--- src/rtl/fbp_dispatch_pkg.sv ---
// Shared types and helpers for the FBP angle dispatch scheduler.
//   state_e : scheduler FSM states
//   beat_t  : one 64-bit projection beat
//   clog2   : width helper, never returns less than 1
package fbp_dispatch_pkg;

    typedef enum logic [1:0] {
        StIdle,
        StSelect,
        StStream,
        StWaitDone
    } state_e;

    typedef logic [63:0] beat_t;

    // Bits needed to index 'value' items; 1 and 2 both give 1 so vectors stay legal.
    function automatic int unsigned clog2(input int unsigned value);
        int unsigned res;
        res = 1;
        for (int unsigned i = 1; i < 32; i++) begin
            if ((32'd1 << i) < value) begin
                res = i + 1;
            end
        end
        return res;
    endfunction

endpackage

--- src/rtl/rr_free_picker.sv ---
// Rotating priority encoder: finds the first set bit of free_mask_i at or after
// rr_ptr_i, wrapping modulo N. Purely combinational.
//   free_mask_i : one bit per resource, 1 = available
//   rr_ptr_i    : index where the search starts (must be < N)
//   found_o     : at least one resource is available
//   index_o     : chosen resource (0 when found_o is low)
module rr_free_picker
    import fbp_dispatch_pkg::*;
#(
    parameter int unsigned N = 4,
    parameter int unsigned W = clog2(N)
) (
    input  logic [N-1:0] free_mask_i,
    input  logic [W-1:0] rr_ptr_i,
    output logic         found_o,
    output logic [W-1:0] index_o
);

    always_comb begin
        int unsigned j;
        j       = 0;
        found_o = 1'b0;
        index_o = '0;
        for (int unsigned k = 0; k < N; k++) begin
            j = 32'(rr_ptr_i) + k;
            if (j >= N) begin
                j = j - N;
            end
            if (!found_o && free_mask_i[j]) begin
                found_o = 1'b1;
                index_o = W'(j);
            end
        end
    end

endmodule

--- src/rtl/angle_dispatch_scheduler.sv ---
// Dispatches FFT_N-beat angle projections to the first free back-projection
// pipeline in round-robin order, with backpressure towards the projection stream.
//   clk, arstn   : clock, synchronous active-low reset
//   frame_start  : pulse, arms a new frame (only honoured when idle)
//   s_data/s_valid/s_ready : input projection beat handshake
//   m_data/m_valid : registered broadcast beat and one-hot pipeline strobe
//   pipe_done/pipe_busy : per-pipeline completion pulses and busy flags
//   cur_pipe, angle_idx : pipeline being fed, angle being streamed
//   frame_done   : pulse once every angle is dispatched and all pipelines idle
// Optional (DISPATCH_STALL_STATS_EN): stall_cycles counts SELECT cycles with no
// free pipeline; spurious_done is sticky on a pipe_done to an idle pipeline.
module angle_dispatch_scheduler
    import fbp_dispatch_pkg::*;
#(
    parameter int unsigned FFT_N         = 512,
    parameter int unsigned PIPELINES_NUM = 60,
    parameter int unsigned ANGLES_NUM    = 360,
    localparam int unsigned FFT_N_W      = clog2(FFT_N),
    localparam int unsigned PIPE_W       = clog2(PIPELINES_NUM),
    localparam int unsigned ANG_W        = clog2(ANGLES_NUM)
) (
    input  logic                     clk,
    input  logic                     arstn,
    input  logic                     frame_start,
    input  beat_t                    s_data,
    input  logic                     s_valid,
    output logic                     s_ready,
    output beat_t                    m_data,
    output logic [PIPELINES_NUM-1:0] m_valid,
    input  logic [PIPELINES_NUM-1:0] pipe_done,
    output logic [PIPELINES_NUM-1:0] pipe_busy,
    output logic [PIPE_W-1:0]        cur_pipe,
    output logic [ANG_W-1:0]         angle_idx,
    output logic                     frame_done
`ifdef DISPATCH_STALL_STATS_EN
    ,
    output logic [31:0]              stall_cycles,
    output logic                     spurious_done
`endif
);

    localparam logic [FFT_N_W-1:0] BeatLast = FFT_N_W'(FFT_N - 1);
    localparam logic [PIPE_W-1:0]  PipeLast = PIPE_W'(PIPELINES_NUM - 1);
    localparam logic [ANG_W-1:0]   AngLast  = ANG_W'(ANGLES_NUM - 1);

    state_e                   state_q, state_d;
    logic [PIPE_W-1:0]        rr_ptr_q, rr_ptr_d;
    logic [PIPE_W-1:0]        cur_pipe_q, cur_pipe_d;
    logic [FFT_N_W-1:0]       beat_cnt_q, beat_cnt_d;
    logic [ANG_W-1:0]         angle_cnt_q, angle_cnt_d;
    logic [PIPELINES_NUM-1:0] pipe_busy_q, pipe_busy_d;
    logic [PIPELINES_NUM-1:0] m_valid_q, m_valid_d;
    beat_t                    m_data_q, m_data_d;
    logic                     frame_done_q, frame_done_d;
    logic [PIPELINES_NUM-1:0] set_mask;
    logic                     pick_found;
    logic [PIPE_W-1:0]        pick_idx;

    rr_free_picker #(
        .N (PIPELINES_NUM),
        .W (PIPE_W)
    ) u_picker (
        .free_mask_i (~pipe_busy_q),
        .rr_ptr_i    (rr_ptr_q),
        .found_o     (pick_found),
        .index_o     (pick_idx)
    );

    always_comb begin
        state_d      = state_q;
        rr_ptr_d     = rr_ptr_q;
        cur_pipe_d   = cur_pipe_q;
        beat_cnt_d   = beat_cnt_q;
        angle_cnt_d  = angle_cnt_q;
        m_valid_d    = '0;
        m_data_d     = '0;
        frame_done_d = 1'b0;
        set_mask     = '0;
        unique case (state_q)
            StIdle: begin
                if (frame_start) begin
                    angle_cnt_d = '0;
                    state_d     = StSelect;
                end
            end
            StSelect: begin
                // No free pipeline: stay here and retry with next cycle's busy flags.
                if (pick_found) begin
                    cur_pipe_d = pick_idx;
                    state_d    = StStream;
                end
            end
            StStream: begin
                if (s_valid) begin
                    m_valid_d[cur_pipe_q] = 1'b1;
                    m_data_d              = s_data;
                    if (beat_cnt_q == BeatLast) begin
                        beat_cnt_d           = '0;
                        set_mask[cur_pipe_q] = 1'b1;
                        rr_ptr_d = (cur_pipe_q == PipeLast) ? '0 : cur_pipe_q + PIPE_W'(1);
                        if (angle_cnt_q == AngLast) begin
                            state_d = StWaitDone;
                        end else begin
                            angle_cnt_d = angle_cnt_q + ANG_W'(1);
                            state_d     = StSelect;
                        end
                    end else begin
                        beat_cnt_d = beat_cnt_q + FFT_N_W'(1);
                    end
                end
            end
            StWaitDone: begin
                if (pipe_busy_q == '0) begin
                    frame_done_d = 1'b1;
                    state_d      = StIdle;
                end
            end
            default: state_d = StIdle;
        endcase
        // The streaming pipeline is never busy, so set and clear never collide.
        pipe_busy_d = (pipe_busy_q & ~pipe_done) | set_mask;
    end

    always_ff @(posedge clk) begin
        if (!arstn) begin
            state_q      <= StIdle;
            rr_ptr_q     <= '0;
            cur_pipe_q   <= '0;
            beat_cnt_q   <= '0;
            angle_cnt_q  <= '0;
            pipe_busy_q  <= '0;
            m_valid_q    <= '0;
            m_data_q     <= '0;
            frame_done_q <= 1'b0;
        end else begin
            state_q      <= state_d;
            rr_ptr_q     <= rr_ptr_d;
            cur_pipe_q   <= cur_pipe_d;
            beat_cnt_q   <= beat_cnt_d;
            angle_cnt_q  <= angle_cnt_d;
            pipe_busy_q  <= pipe_busy_d;
            m_valid_q    <= m_valid_d;
            m_data_q     <= m_data_d;
            frame_done_q <= frame_done_d;
        end
    end

    assign s_ready    = (state_q == StStream);
    assign m_data     = m_data_q;
    assign m_valid    = m_valid_q;
    assign pipe_busy  = pipe_busy_q;
    assign cur_pipe   = cur_pipe_q;
    assign angle_idx  = angle_cnt_q;
    assign frame_done = frame_done_q;

`ifdef DISPATCH_STALL_STATS_EN
    logic [31:0] stall_cycles_q, stall_cycles_d;
    logic        spurious_q, spurious_d;
    logic        frame_arm;

    assign frame_arm = (state_q == StIdle) && frame_start;

    always_comb begin
        stall_cycles_d = stall_cycles_q;
        spurious_d     = spurious_q;
        if (frame_arm) begin
            stall_cycles_d = '0;
            spurious_d     = 1'b0;
        end else if ((state_q == StSelect) && !pick_found && (stall_cycles_q != '1)) begin
            stall_cycles_d = stall_cycles_q + 32'd1;
        end
        if (|(pipe_done & ~pipe_busy_q)) begin
            spurious_d = 1'b1;
        end
    end

    always_ff @(posedge clk) begin
        if (!arstn) begin
            stall_cycles_q <= '0;
            spurious_q     <= 1'b0;
        end else begin
            stall_cycles_q <= stall_cycles_d;
            spurious_q     <= spurious_d;
        end
    end

    assign stall_cycles  = stall_cycles_q;
    assign spurious_done = spurious_q;
`else
    // Stall statistics are not built; the scheduler behaves identically.
`endif

endmodule
--- config.mk ---
export PLATFORM = sky130hd
export DESIGN_NAME = angle_dispatch_scheduler
export DESIGN_NICKNAME = d
export VERILOG_FILES = /design/src/rtl/fbp_dispatch_pkg.sv /design/src/rtl/rr_free_picker.sv /design/src/rtl/angle_dispatch_scheduler.sv
export SDC_FILE = /design/constraint.sdc
export NUM_CORES = 2
export LEC_CHECK = 0
export ABC_AREA = 1
export BUFFER_PORTS_ARGS = -buffer_cell sky130_fd_sc_hd__clkbuf_2
export CAP_MARGIN = 25
export CORE_ASPECT_RATIO = 1.2
export CORE_MARGIN = 2
export CORE_UTILIZATION = 55
export DETAILED_ROUTE_END_ITERATION = 12
export PLACE_DENSITY = 0.81
export SLEW_MARGIN = 20
export SYNTH_ARGS = -nofsm -noshare
export SYNTH_HDL_FRONTEND = slang
export SYNTH_SLANG_ARGS = --single-unit
--- constraint.sdc ---
create_clock -name clk -period 7.43 [get_ports clk]
set_clock_uncertainty 0.2 [all_clocks]
set_input_delay 1.1145 -clock clk [delete_from_list [all_inputs] [get_ports clk]]
set_output_delay 1.1145 -clock clk [all_outputs]
set_load 0.1 [all_outputs]
==> results of run 1 <==
[synthesized netlist by cell type (all sizes together) (2+ instances only)]
cell type	number
nand2	1169
inv	666
o21ai	625
nor2	581
nand3	307
dfxtp	217
a21oi	179
o211ai	144
nand4	139
clkbuf	109
xor2	75
nor3	74
buf	73
or2	56
o22ai	46
o21a	44
ha	40
o221ai	37
o32ai	36
o311ai	34
clkinv	20
xnor2	14
nor4	12
nand3b	8
a211oi	7
a31oi	6
nor3b	6
o31ai	6
o2111ai	5
a2111o	4
and3	4
a22oi	3
a311o	3
and2	3
mux2	3
a211o	2
a221o	2
o221a	2
[per-stage QoR]
| stage | utilization | instances |
|---|---|---|
| after floorplan | - | 4767 |
| after global placement | 0.6408 | 5844 |
| after detailed placement | 0.6413 | 5848 |
| after CTS | 0.6563 | 5884 |
[logic make-up after synthesis]
logic type / after synthesis / share of synthesized area
and+or+nand+nor: 2361 / 0.3904
AOI/OAI and AO/OA: 1189 / 0.2657
buffers and inverters: 868 / 0.1288
DFF: 217 / 0.1618
xor gates and xnor gates: 89 / 0.03337
adders and majority gates: 40 / 0.01864
muxes: 3 / 0.001258
[metal layers]
metal  global-route usage  overflow
met1               0.6748         0
met2               0.8650         5
met3               0.4475         0
met4               0.5937         2
met5               0.1468         0
==> results.cfg, run 1 <==
[synth]
yosysWarnings = 0
synth_area_per_cell_sq_um = 5.631
ys_seq_area_frac = 0.1618
synth_edf_count = 0
synthCells = 4767
ys.flop_type = dfxtp_1
ys_types = 71
synth_area_leaders = dfxtp_1 (16%), nand2_1 (16%), o21ai_0 (9.7%)
synth_top_area_share = 0.1618
synth-seq-cells = 217
synthArstFlopShare = 0
synth_top_area_cell = dfxtp_1
netlist_area_sq_mm = 0.02684
synth_nets = 4935

[cts]
ctsHoldBuffers = 0
cts_buffers = 20
h-tree-depth = 1
cts_setup_buffers = 0
ctsResizeCount = 0
cts_root_buffer = clkbuf_16
cts_num_sinks = 217
clk_path_buf_depth = 3

[place]
dp_slack_ps = 69.19
globalplace.congestion = 1.277
place_area_sq_mm = 0.03085
portBuffers = 328
dpl.hpwl_um = 120500

[floorplanning]
initial_utilization = 0.5579
io_pins = 329
die_y_um = 246.0
rows = 88
fp.dieW_um = 205.7

[global_routing]
grt_overflow = 7
grt_max_degree = 94
track_usage = 0.6548

[status]
flow.first_error = [ERROR GRT-0232] Routing congestion too high. Check the congestion heatmap in the GUI.
status = did not finish
lastStage = global routing (5_1_grt)
==> run 2, diff against run 1 <==
--- a/config.mk
+++ b/config.mk
@@ -8,11 +8,10 @@
 export ABC_AREA = 1
 export BUFFER_PORTS_ARGS = -buffer_cell sky130_fd_sc_hd__clkbuf_2
 export CAP_MARGIN = 25
-export CORE_ASPECT_RATIO = 1.2
 export CORE_MARGIN = 2
-export CORE_UTILIZATION = 55
+export CORE_UTILIZATION = 40
 export DETAILED_ROUTE_END_ITERATION = 12
-export PLACE_DENSITY = 0.81
+export PLACE_DENSITY_LB_ADDON = 0.15
 export SLEW_MARGIN = 20
 export SYNTH_ARGS = -nofsm -noshare
 export SYNTH_HDL_FRONTEND = slang
==> constraint.sdc (replaced) <==
create_clock -name clk -period 9.7 [get_ports clk]
set_clock_uncertainty 0.2 [all_clocks]
set_input_delay 1.455 -clock clk [delete_from_list [all_inputs] [get_ports clk]]
set_output_delay 1.455 -clock clk [all_outputs]
set_load 0.1 [all_outputs]
==> run 2 against run 1 <==
  * The flow now finishes without violations
  * Area after synthesis stayed put
  * Synthesized cell count stayed put
==> results.cfg, run 2 <==
[status]
status = completed

[pwr]
share_seq_of_total_power = 0.429
combinationalPowerShare = 0.087
irDropWorstVdd_uv = 170.2
p_total_mw = 2.123
cellLeakagePower_nw = 15.05
switchingPower_uw = 554.2
clockPowerShare = 0.484
power_density_mw_per_mm2 = 69.06
switching_share = 0.2611
internal_power_mw = 1.568

[sta]
slew_headroom = 0.1643
finalHoldViolations = 0
finalSetupTns_ps = 0
max_slew.worst_pin.slew_ps = 1240
rsz0062_at_grt = false
period_needed_ps = 9038
max_freq_ghz = 0.1106
maxSlewViolCount = 0
fin_crit_sh = 0.9318
setup_viol = 0

[detailed_routing]
routedWlPerCell_um = 26.36
first_pass_iters = 8
drc = 0
wl_um = 157300
dr_total_vias = 35640
drtIter0Drc = 5162
viasPerCell = 5.972
ant_nets = 0

[cts]
clock_latency_ps = 540
cts_tree = yes
cts_root_buffer = clkbuf_16
clkTransAtPathRegs_ps = 70
cts_num_sinks = 217
clk_path_buf_depth = 3
cts_buffers = 22
h-tree-depth = 1
cts_setup_buffers = 0

[floorplanning]
initial_utilization = 0.4061
fp.dieW_um = 263.1
io_pins = 329
rows = 94
die_y_um = 263.1
dieArea_sq_mm = 0.06920
core_sq_mm = 0.06610

[setup_path]
setup.worst_path.class = flop to flop
crit_slowest_cell = nand2_1
r2r_slack_ps = 660
r2r-start = rr_ptr_q[1]$_SDFFE_PN0P_
r2r-end = cur_pipe[4]$_SDFFE_PN0P_
crit_required_ps = 9980
critPathLaunchType = flop
arrival_ps = 9320
reg2reg_depth = 51
crit_fanout = 15
cpMostUsedCell = nor2_4
cpPeakStageDelay_ps = 340
cp-end-kind = flop

[synth]
synth_area_per_cell_sq_um = 5.631
synth_top_area_share = 0.1618
ys.flop_type = dfxtp_1
synth-seq-cells = 217
synth_edf_count = 0
synthArstFlopShare = 0
synth_top_area_cell = dfxtp_1
yosysWarnings = 0
synth_nets = 4935
synthTopCellsByCount = nand2_1 (1128), inv_1 (636), nor2_1 (559), o21ai_0 (518), nand3_1 (303)
ys_seq_area_frac = 0.1618
netlist_area_sq_mm = 0.02684
ys_types = 71
synth_most_common_cell = nand2_1
synthCells = 4767
synth_area_leaders = dfxtp_1 (16%), nand2_1 (16%), o21ai_0 (9.7%)

[layout]
mostFrequentLayoutCell = nand2_1
multiInputGateArea_sq_mm = 0.01909
fin_util = 0.4650
fin_nets = 5251
layout_common_cells = nand2_1 (1126), inv_1 (636), nor2_1 (558), o21ai_0 (498), clkbuf_2 (329)
area_delta_synth_final_pct = 14.51
final-instance-count-excl-fill = 5968
regArea_sq_mm = 0.004349
largest_reg_flops = 64
fillers = 7355
drive_gt1_frac = 0.1436

[worst_hold_path]
hold_depth = 1
hold_path_class = flop to flop
min_to = beat_cnt_q[6]$_SDFFE_PN0P_
hold_start = beat_cnt_q[6]$_SDFFE_PN0P_

[global_routing]
track_usage = 0.4341
grt_pass1_wl_um = 222300
antenna_found_initial = 5
grt_pass1_vias = 31400
grt_overflow = 0
grt_max_degree = 92

[place]
globalplace.congestion = 1.125
dpl.hpwl_um = 128800
portBuffers = 328
dp_cells = 5918

[run]
cap_viol_max_count = 0
## run 2: cell families (layout without fill, tap and decap cells)
logic type / count (synthesis) / count (layout) / share of synthesized area
AND/OR/NAND/NOR: 2361 / 2361 / 0.3904
AO/OA/AOI/OAI: 1189 / 1189 / 0.2657
buffers and inverters: 868 / 1200 / 0.1288
flip-flops: 217 / 217 / 0.1618
XOR/XNOR: 89 / 89 / 0.03337
adder cells (fa/ha/maj): 40 / 40 / 0.01864
multiplexers: 3 / 3 / 0.001258
other: 0 / 5 / 0
## run 2: layout make-up
type                       count  area share
multi-input combinational   3682      0.6211
inverter                     686     0.08394
antenna                        5   0.0004071
clock buffer                  24     0.01881
tap                          864     0.03517
timing repair buffer         474     0.08968
sequential                   217      0.1415
clock inverter                16    0.009444
## run 2: through the flow
| stage | hold slack [ps] | cell area [sq um] | setup slack [ps] |
|---|---|---|---|
| 2_1_floorplan | 243.4 | 26840 | 1561 |
| 3_3_place_gp | 258.9 | 29720 | 1070 |
| 3_5_place_dp | 261.3 | 29780 | 925.7 |
| 4_1_cts | 273.1 | 30640 | 898.9 |
| 5_1_grt | 299.1 | 30720 | 78.70 |
| 6_report | 272.0 | 30740 | 661.9 |
## run 2: worst max-delay path, delay by kind of cell, from the launching register on
family | cells | cell delay, ps
compound gates | 3 | 650
fa+ha+maj | 2 | 510
buf+inv | 6 | 1170
flops | 1 | 330
simple gates | 40 | 6110
## run 2: how the worst max path moves through the flow
stage / from / endpoint / slack, ps / cells past startpoint
2_1_floorplan: rr_ptr_q[1]$_SDFFE_PN0P_ / cur_pipe[1]$_SDFFE_PN0P_ / 1560 / 56
3_3_place_gp: rr_ptr_q[0]$_SDFFE_PN0P_ / cur_pipe[4]$_SDFFE_PN0P_ / 1070 / 45
3_5_place_dp: rr_ptr_q[1]$_SDFFE_PN0P_ / cur_pipe[4]$_SDFFE_PN0P_ / 930 / 51
4_1_cts: rr_ptr_q[1]$_SDFFE_PN0P_ / cur_pipe[4]$_SDFFE_PN0P_ / 900 / 51
5_1_grt: rr_ptr_q[2]$_SDFFE_PN0P_ / cur_pipe[4]$_SDFFE_PN0P_ / 80 / 54
6_report: rr_ptr_q[1]$_SDFFE_PN0P_ / cur_pipe[4]$_SDFFE_PN0P_ / 660 / 51
## run 2: metal layers
metal,part of all wire,vias up,GRT usage
li1,-,16590,-
met1,0.39,16210,0.5598
met2,0.40,2405,0.6271
met3,0.13,434,0.1159
met4,0.083,4,0.3008
met5,0.00018,-,0
## run 2: power by group through the flow
| stage | clock [mW] | sequential, mW | combinational [mW] |
|---|---|---|---|
| 3_5_place_dp | 0 | 0.931 | 0.183 |
| 5_1_grt | 1.07 | 0.911 | 0.195 |
| 3_3_place_gp | 0 | 0.931 | 0.183 |
| 2_1_floorplan | 0 | 0.991 | 0.0577 |
| 4_1_cts | 1.04 | 0.911 | 0.184 |
| 6_report | 1.03 | 0.911 | 0.185 |
## run 2: repair_timing
item,CTS,global route
hold endpoints to repair,0,0
resized for setup,0,2
hold buffers,0,0
setup endpoints to repair,0,6
No activity file was read; power rests on OpenSTA's default activity.
